**config.mk**
```make
export PLATFORM = sky130hd
export DESIGN_NAME = a2d_spi_intf_flat
export DESIGN_NICKNAME = d
export VERILOG_FILES = /design/src/rtl/a2d_spi_intf_if.sv /design/src/rtl/a2d_spi_intf.sv /design/src/flat_wrapper.sv
export SDC_FILE = /design/constraint.sdc
export NUM_CORES = 1
export LEC_CHECK = 0
export ABC_AREA = 1
export CAP_MARGIN = 20
export CORE_UTILIZATION = 55
export CTS_BUF_LIST = sky130_fd_sc_hd__clkbuf_16
export CTS_CLUSTER_DIAMETER = 50
export CTS_CLUSTER_SIZE = 14
export DETAILED_ROUTE_END_ITERATION = 6
export GPL_TIMING_DRIVEN = 0
export PLACE_DENSITY = 0.78
export SLEW_MARGIN = 20
export SYNTH_ARGS = -nofsm -noshare
export SYNTH_HDL_FRONTEND = slang
export SYNTH_SLANG_ARGS = --single-unit
export TNS_END_PERCENT = 50
```
**constraint.sdc**
```tcl
create_clock -name clk -period 2.1 [get_ports clk]
set_clock_uncertainty 0.05 [all_clocks]
set_input_delay 0.42 -clock clk [delete_from_list [all_inputs] [get_ports clk]]
set_output_delay 0.42 -clock clk [all_outputs]
set_load 0.05 [all_outputs]
```
**src/rtl/a2d_spi_intf_if.sv**
```systemverilog
// Interface that bundles the conversion request/result signals and the ADC SPI pins.
// The slave modport is the a2d_spi_intf side. The master modport is the controller plus the ADC side.
interface a2d_spi_intf_if;
    logic        start_conv;
    logic [2:0]  chnnl;
    logic        cnv_cmplt;
    logic [11:0] res;
    logic        SS_n;
    logic        SCLK;
    logic        MOSI;
    logic        MISO;

    modport slave (
        input  start_conv, chnnl, MISO,
        output cnv_cmplt, res, SS_n, SCLK, MOSI
    );

    modport master (
        output start_conv, chnnl, MISO,
        input  cnv_cmplt, res, SS_n, SCLK, MOSI
    );
endinterface

```
**src/rtl/a2d_spi_intf.sv**
```systemverilog
// Two-frame SPI exchange with an ADC128S-style 8-channel 12-bit ADC. It serves start_conv/chnnl requests.
// Optional macro A2D_RES_INV_EN makes res store the inverted sample, for IR sensors.
module a2d_spi_intf #(
    parameter int SCLK_DIV = 32,
    parameter int GAP_CLKS = 16
) (
    input  logic          clk,
    input  logic          rst,
    a2d_spi_intf_if.slave bus
);

    localparam int DIV_W = $clog2(SCLK_DIV);
    localparam int GAP_W = $clog2(GAP_CLKS + 1);
    localparam logic [DIV_W-1:0] RISE_AT  = DIV_W'(SCLK_DIV / 2 - 1);
    localparam logic [DIV_W-1:0] FALL_AT  = DIV_W'(SCLK_DIV - 1);
    localparam logic [GAP_W-1:0] GAP_LAST = GAP_W'(GAP_CLKS - 1);

    typedef enum logic [1:0] {IDLE, FRAME1, GAP, FRAME2} state_t;

    state_t           state, nxt_state;
    logic [DIV_W-1:0] div_cnt;
    logic [3:0]       bit_cnt;
    logic [GAP_W-1:0] gap_cnt;
    logic [15:0]      tx_sr;
    logic [11:0]      shreg;
    logic [11:0]      res_nxt;
    logic             ss_n;
    logic             cnv_cmplt;
    logic [11:0]      res;
    logic             in_frame, sclk_rise, sclk_fall;
    logic             accept, frame_end, gap_done, done;

    // NOTE: every always_comb output gets a default first, so no path can leave a latch behind.
    always_comb begin
        nxt_state = state;
        accept    = 1'b0;
        frame_end = 1'b0;
        gap_done  = 1'b0;
        done      = 1'b0;
        in_frame  = (state == FRAME1) || (state == FRAME2);
        sclk_rise = in_frame && (div_cnt == RISE_AT);
        sclk_fall = in_frame && (div_cnt == FALL_AT);
        case (state)
            IDLE: begin
                if (bus.start_conv) begin
                    accept    = 1'b1;
                    nxt_state = FRAME1;
                end
            end
            FRAME1: begin
                if (sclk_fall && (bit_cnt == 4'd15)) begin
                    frame_end = 1'b1;
                    nxt_state = GAP;
                end
            end
            GAP: begin
                if (gap_cnt == GAP_LAST) begin
                    gap_done  = 1'b1;
                    nxt_state = FRAME2;
                end
            end
            FRAME2: begin
                if (sclk_fall && (bit_cnt == 4'd15)) begin
                    frame_end = 1'b1;
                    done      = 1'b1;
                    nxt_state = IDLE;
                end
            end
            default: nxt_state = IDLE;
        endcase
    end

    // NOTE: sequential state uses non-blocking assignments, so every register samples pre-edge values.
    always_ff @(posedge clk or posedge rst) begin
        if (rst) state <= IDLE;
        else     state <= nxt_state;
    end

`ifdef A2D_RES_INV_EN
    assign res_nxt = ~shreg;
`else
    assign res_nxt = shreg;
`endif

    // Only the last 12 received bits are kept. The ADC's four leading bits shift out of the top.
    always_ff @(posedge clk or posedge rst) begin
        if (rst) begin
            div_cnt   <= '0;
            bit_cnt   <= '0;
            gap_cnt   <= '0;
            tx_sr     <= '0;
            shreg     <= '0;
            ss_n      <= 1'b1;
            cnv_cmplt <= 1'b0;
            res       <= '0;
        end else begin
            div_cnt <= in_frame ? div_cnt + DIV_W'(1) : '0;
            gap_cnt <= (state == GAP) ? gap_cnt + GAP_W'(1) : '0;
            if (sclk_fall) bit_cnt <= bit_cnt + 4'd1;
            if (sclk_rise) shreg <= {shreg[10:0], bus.MISO};

            // The frame-1 command word shifts out to all zeros, so MOSI idles low between frames.
            if (accept)         tx_sr <= {2'b00, bus.chnnl, 11'h000};
            else if (gap_done)  tx_sr <= 16'h0000;
            else if (sclk_fall) tx_sr <= {tx_sr[14:0], 1'b0};

            if (accept || gap_done) ss_n <= 1'b0;
            else if (frame_end)     ss_n <= 1'b1;

            if (accept)    cnv_cmplt <= 1'b0;
            else if (done) cnv_cmplt <= 1'b1;
            if (done)      res <= res_nxt;
        end
    end

    assign bus.SS_n      = ss_n;
    assign bus.SCLK      = div_cnt[DIV_W-1];
    assign bus.MOSI      = tx_sr[15];
    assign bus.cnv_cmplt = cnv_cmplt;
    assign bus.res       = res;

endmodule
```
**src/flat_wrapper.sv**
```systemverilog
// flat-port wrapper written by rule: the top's interface ports become plain ports
module a2d_spi_intf_flat 
#(
    parameter int SCLK_DIV = 32,
    parameter int GAP_CLKS = 16
)
  (clk, rst, bus_start_conv, bus_chnnl, bus_MISO, bus_cnv_cmplt, bus_res, bus_SS_n, bus_SCLK, bus_MOSI);
  a2d_spi_intf_if bus_i ();
  input  logic clk;
  input  logic rst;
  input wire logic [$bits(bus_i.start_conv)-1:0] bus_start_conv;
  input wire logic [$bits(bus_i.chnnl)-1:0] bus_chnnl;
  input wire logic [$bits(bus_i.MISO)-1:0] bus_MISO;
  output wire logic [$bits(bus_i.cnv_cmplt)-1:0] bus_cnv_cmplt;
  output wire logic [$bits(bus_i.res)-1:0] bus_res;
  output wire logic [$bits(bus_i.SS_n)-1:0] bus_SS_n;
  output wire logic [$bits(bus_i.SCLK)-1:0] bus_SCLK;
  output wire logic [$bits(bus_i.MOSI)-1:0] bus_MOSI;
  assign bus_i.start_conv = bus_start_conv;
  assign bus_i.chnnl = bus_chnnl;
  assign bus_i.MISO = bus_MISO;
  assign bus_cnv_cmplt = bus_i.cnv_cmplt;
  assign bus_res = bus_i.res;
  assign bus_SS_n = bus_i.SS_n;
  assign bus_SCLK = bus_i.SCLK;
  assign bus_MOSI = bus_i.MOSI;
  a2d_spi_intf #(.SCLK_DIV(SCLK_DIV), .GAP_CLKS(GAP_CLKS)) u_core (.clk(clk), .rst(rst), .bus(bus_i));
endmodule
```
==> summary.txt <==
Worst setup path
  • Critical-path cell list: clkdlybuf4s50_1
  • Critical path's top delay family: buffers and inverters
  • Startpoint Class: flip-flop
  • WP buf/inv: 1
  • Crit end category: output port
  • Worst path max stage delay: 0.79 ns
  • Kind of critical path: flip-flop to output port
  • CP max FO: 2
  • WP data required: 1.63 ns
  • Slowest cell on crit path: clkdlybuf4s50_1
  • Arrival time worst endpoint: 1.60 ns

Layout
  • Share of layout cells above drive strength 1: 12.65%
  • Highest-count cells in the layout ignoring fill and taps: nand2_1, dfrtp_1, inv_1
  • Nets@finish: 263
  • Area Overhead vs Synth: 20.67%
  • Commonest non-fill, non-tap cell in the layout: nand2_1
  • Post-Layout Cell Count: 293
  • Antenna diodes: 0

Timing
  • Final Hold Viols: 0
  • Unrepaired setup endpoints after global routing: no
  • Slew headroom: 66.65%
  • Achievable Freq: 0.4831 GHz
  • Setup violators final: 0
  • Fin worst setup slack: 0.02982 ns
  • Worst-margin pin slew: 0.4986 ns
  • Hold WS: 0.4027 ns
  • Minimum clock period: 2.070 ns
  • Tcrit/Tclk final: 98.58%
  • Final Slew Violations: 0

Pwr
  • Leak: 0.001216 uW
  • Peak supply drop: 0.5402 mV
  • PwrDens: 874.4 nW/um^2

Floorplanning
  • Initial Util: 57.38%
  • IO Count: 23
  • Die area: 4070 um^2
  • Row Count: 22
  • Die Height: 63.80 um
  • Placeable Area: 3661 um^2
  • Die width: 63.80 um

GRT
  • Vias in the first global route: 1417
  • First-pass GRT wire length: 6189 um
  • Pin count of the biggest net entering global routing: 29
  • Initial antenna violation count: 0
  • Total global-route track usage: 20.09%
  • Gr ovfl total: 0

Clock network
  • H-tree depth: 2
  • Insertion delay to the later sink of the worst-skew pair: 0.28 ns
  • Hold_buf cts: 0
  • Post-cts gate resize count: 0
  • CTS tree: built
  • Clock Tree Buf Depth: 2
  • CTS buffer count: 5
  • Clock sinks: 47
  • Worst-path clk slew: 0.06 ns
  • Postcts setup bufs: 0
  • CTS root buffer: clkbuf_16

Synthesis
  • Syn Inst Count: 215
  • Yosys reg bits: 47
  • Syn Std Cell Area: 2101 um^2
  • Netlist cell types: 22
  • Yosys synthesis warning count: 0
  • Sequential share of the synthesized area: 56.05%
  • Synth Net Count: 233
  • Syn avg cell area: 9.771 um^2

Detailed routing
  • Final Routed Wirelength: 3349 um
  • Total vias in the final route: 1437
  • 1st-pass router iterations: 4
  • # DRC: 0
  • Final ANT Viol Nets: 0
  • Wire length per cell: 11.43 um
  • Avg Vias per Cell: 4.904
  • Starting DRT DRC Count: 83

Run status
  • Status: finished, final reports clean

Placement
  • Dpl ws: 0.2351 ns
  • Post-DP HPWL: 2358 um
  • Cells after DPL: 286
  • GP Congestion: 0.7979
  • Port Buffer Count: 22

Job
  • Max Cap Violations: 0

Min path
  • Hold Path Class: flip-flop to flip-flop
## Yosys cell counts, drive strengths merged
| cell | count | area [um^2] |
|---|---|---|
| dfstp | 1 | 26.28 |
| clkbuf | 1 | 5.000 |
| o21ai | 32 | 205.2 |
| xor2 | 1 | 8.760 |
| nand2 | 52 | 197.7 |
| xnor2 | 2 | 17.52 |
| o21bai | 1 | 7.510 |
| nor2 | 15 | 80.08 |
| a21oi | 6 | 41.29 |
| nand3 | 10 | 62.56 |
| buf | 3 | 30.03 |
| dfrtp | 46 | 1151 |
| inv | 33 | 123.9 |
| or2 | 1 | 6.260 |
| ha | 11 | 137.6 |
## registers in the layout, indices dropped and copies added, names as in the netlist
register,count
u_core.gap_cnt,5
u_core.tx_sr,5
u_core.bus.cnv_cmplt,1
u_core.bus.res,12
u_core.bus.SS_n,1
u_core.state,2
u_core.bit_cnt,4
u_core.res_nxt,12
u_core.div_cnt,5
## area by class of cell
| cell class | count | area, um^2 |
|---|---|---|
| well taps | 48 | 60.06 |
| plain buffers | 4 | 35.03 |
| multi-input cells | 131 | 764.5 |
| clock inverters | 2 | 8.758 |
| flip-flops and latches | 47 | 1177 |
| fillers | 276 | 1126 |
| clock buffers | 5 | 125.1 |
| inverters | 33 | 123.9 |
| repair buffers | 23 | 240.2 |
## final timing paths
path	start	end	slack [ns]	depth (start not counted)
max	u_core.bus.SS_n	bus_SS_n	0.03	1
min	u_core.div_cnt[0]	u_core.div_cnt[0]	0.40	1
max reg2reg	u_core.div_cnt[0]	u_core.bus.res[2]	0.26	10
min reg2reg	u_core.div_cnt[0]	u_core.div_cnt[0]	0.40	1
max in group asynchronous	rst	u_core.bus.SS_n	1.02	3
min in group asynchronous	rst	u_core.bus.res[10]	0.41	2
## per-layer routing
layer	global-route usage (%)	share of wire (%)	wire, um
met1	27.45	50	1686
met2	30.59	44	1482
met3	5.536	3.8	127
met4	7.670	1.6	53
met5	0	0	0
## kinds of logic after synthesis
kind of cell,count (synthesis),synth area share (%)
xor gates and xnor gates,3,1.251
and+or+nand+nor,78,16.50
buffers and inverters,37,7.564
DFF,47,56.05
AOI/OAI and AO/OA,39,12.09
adders and majority gates,11,6.551
## per-stage QoR
stage | area [um^2] | util [%] | setup TNS [ns] | total power [uW]
after floorplan | 2101 | - | 0 | 1398
after global placement | 2381 | 65.04 | -20.05 | 1476
after detailed placement | 2401 | 65.58 | 0 | 1500
after CTS | 2535 | 69.24 | 0 | 2239
after global routing | 2535 | 69.24 | 0 | 2346
final | 2535 | 69.24 | 0 | 2217
## report_power, final
part,switching [uW],leakage (uW),internal [uW]
clock network,308,0.0000671,428
logic,281,0.000508,161
registers,53.7,0.000641,985
total,643,0.00122,1570
Power figures use the tool's default switching activity.
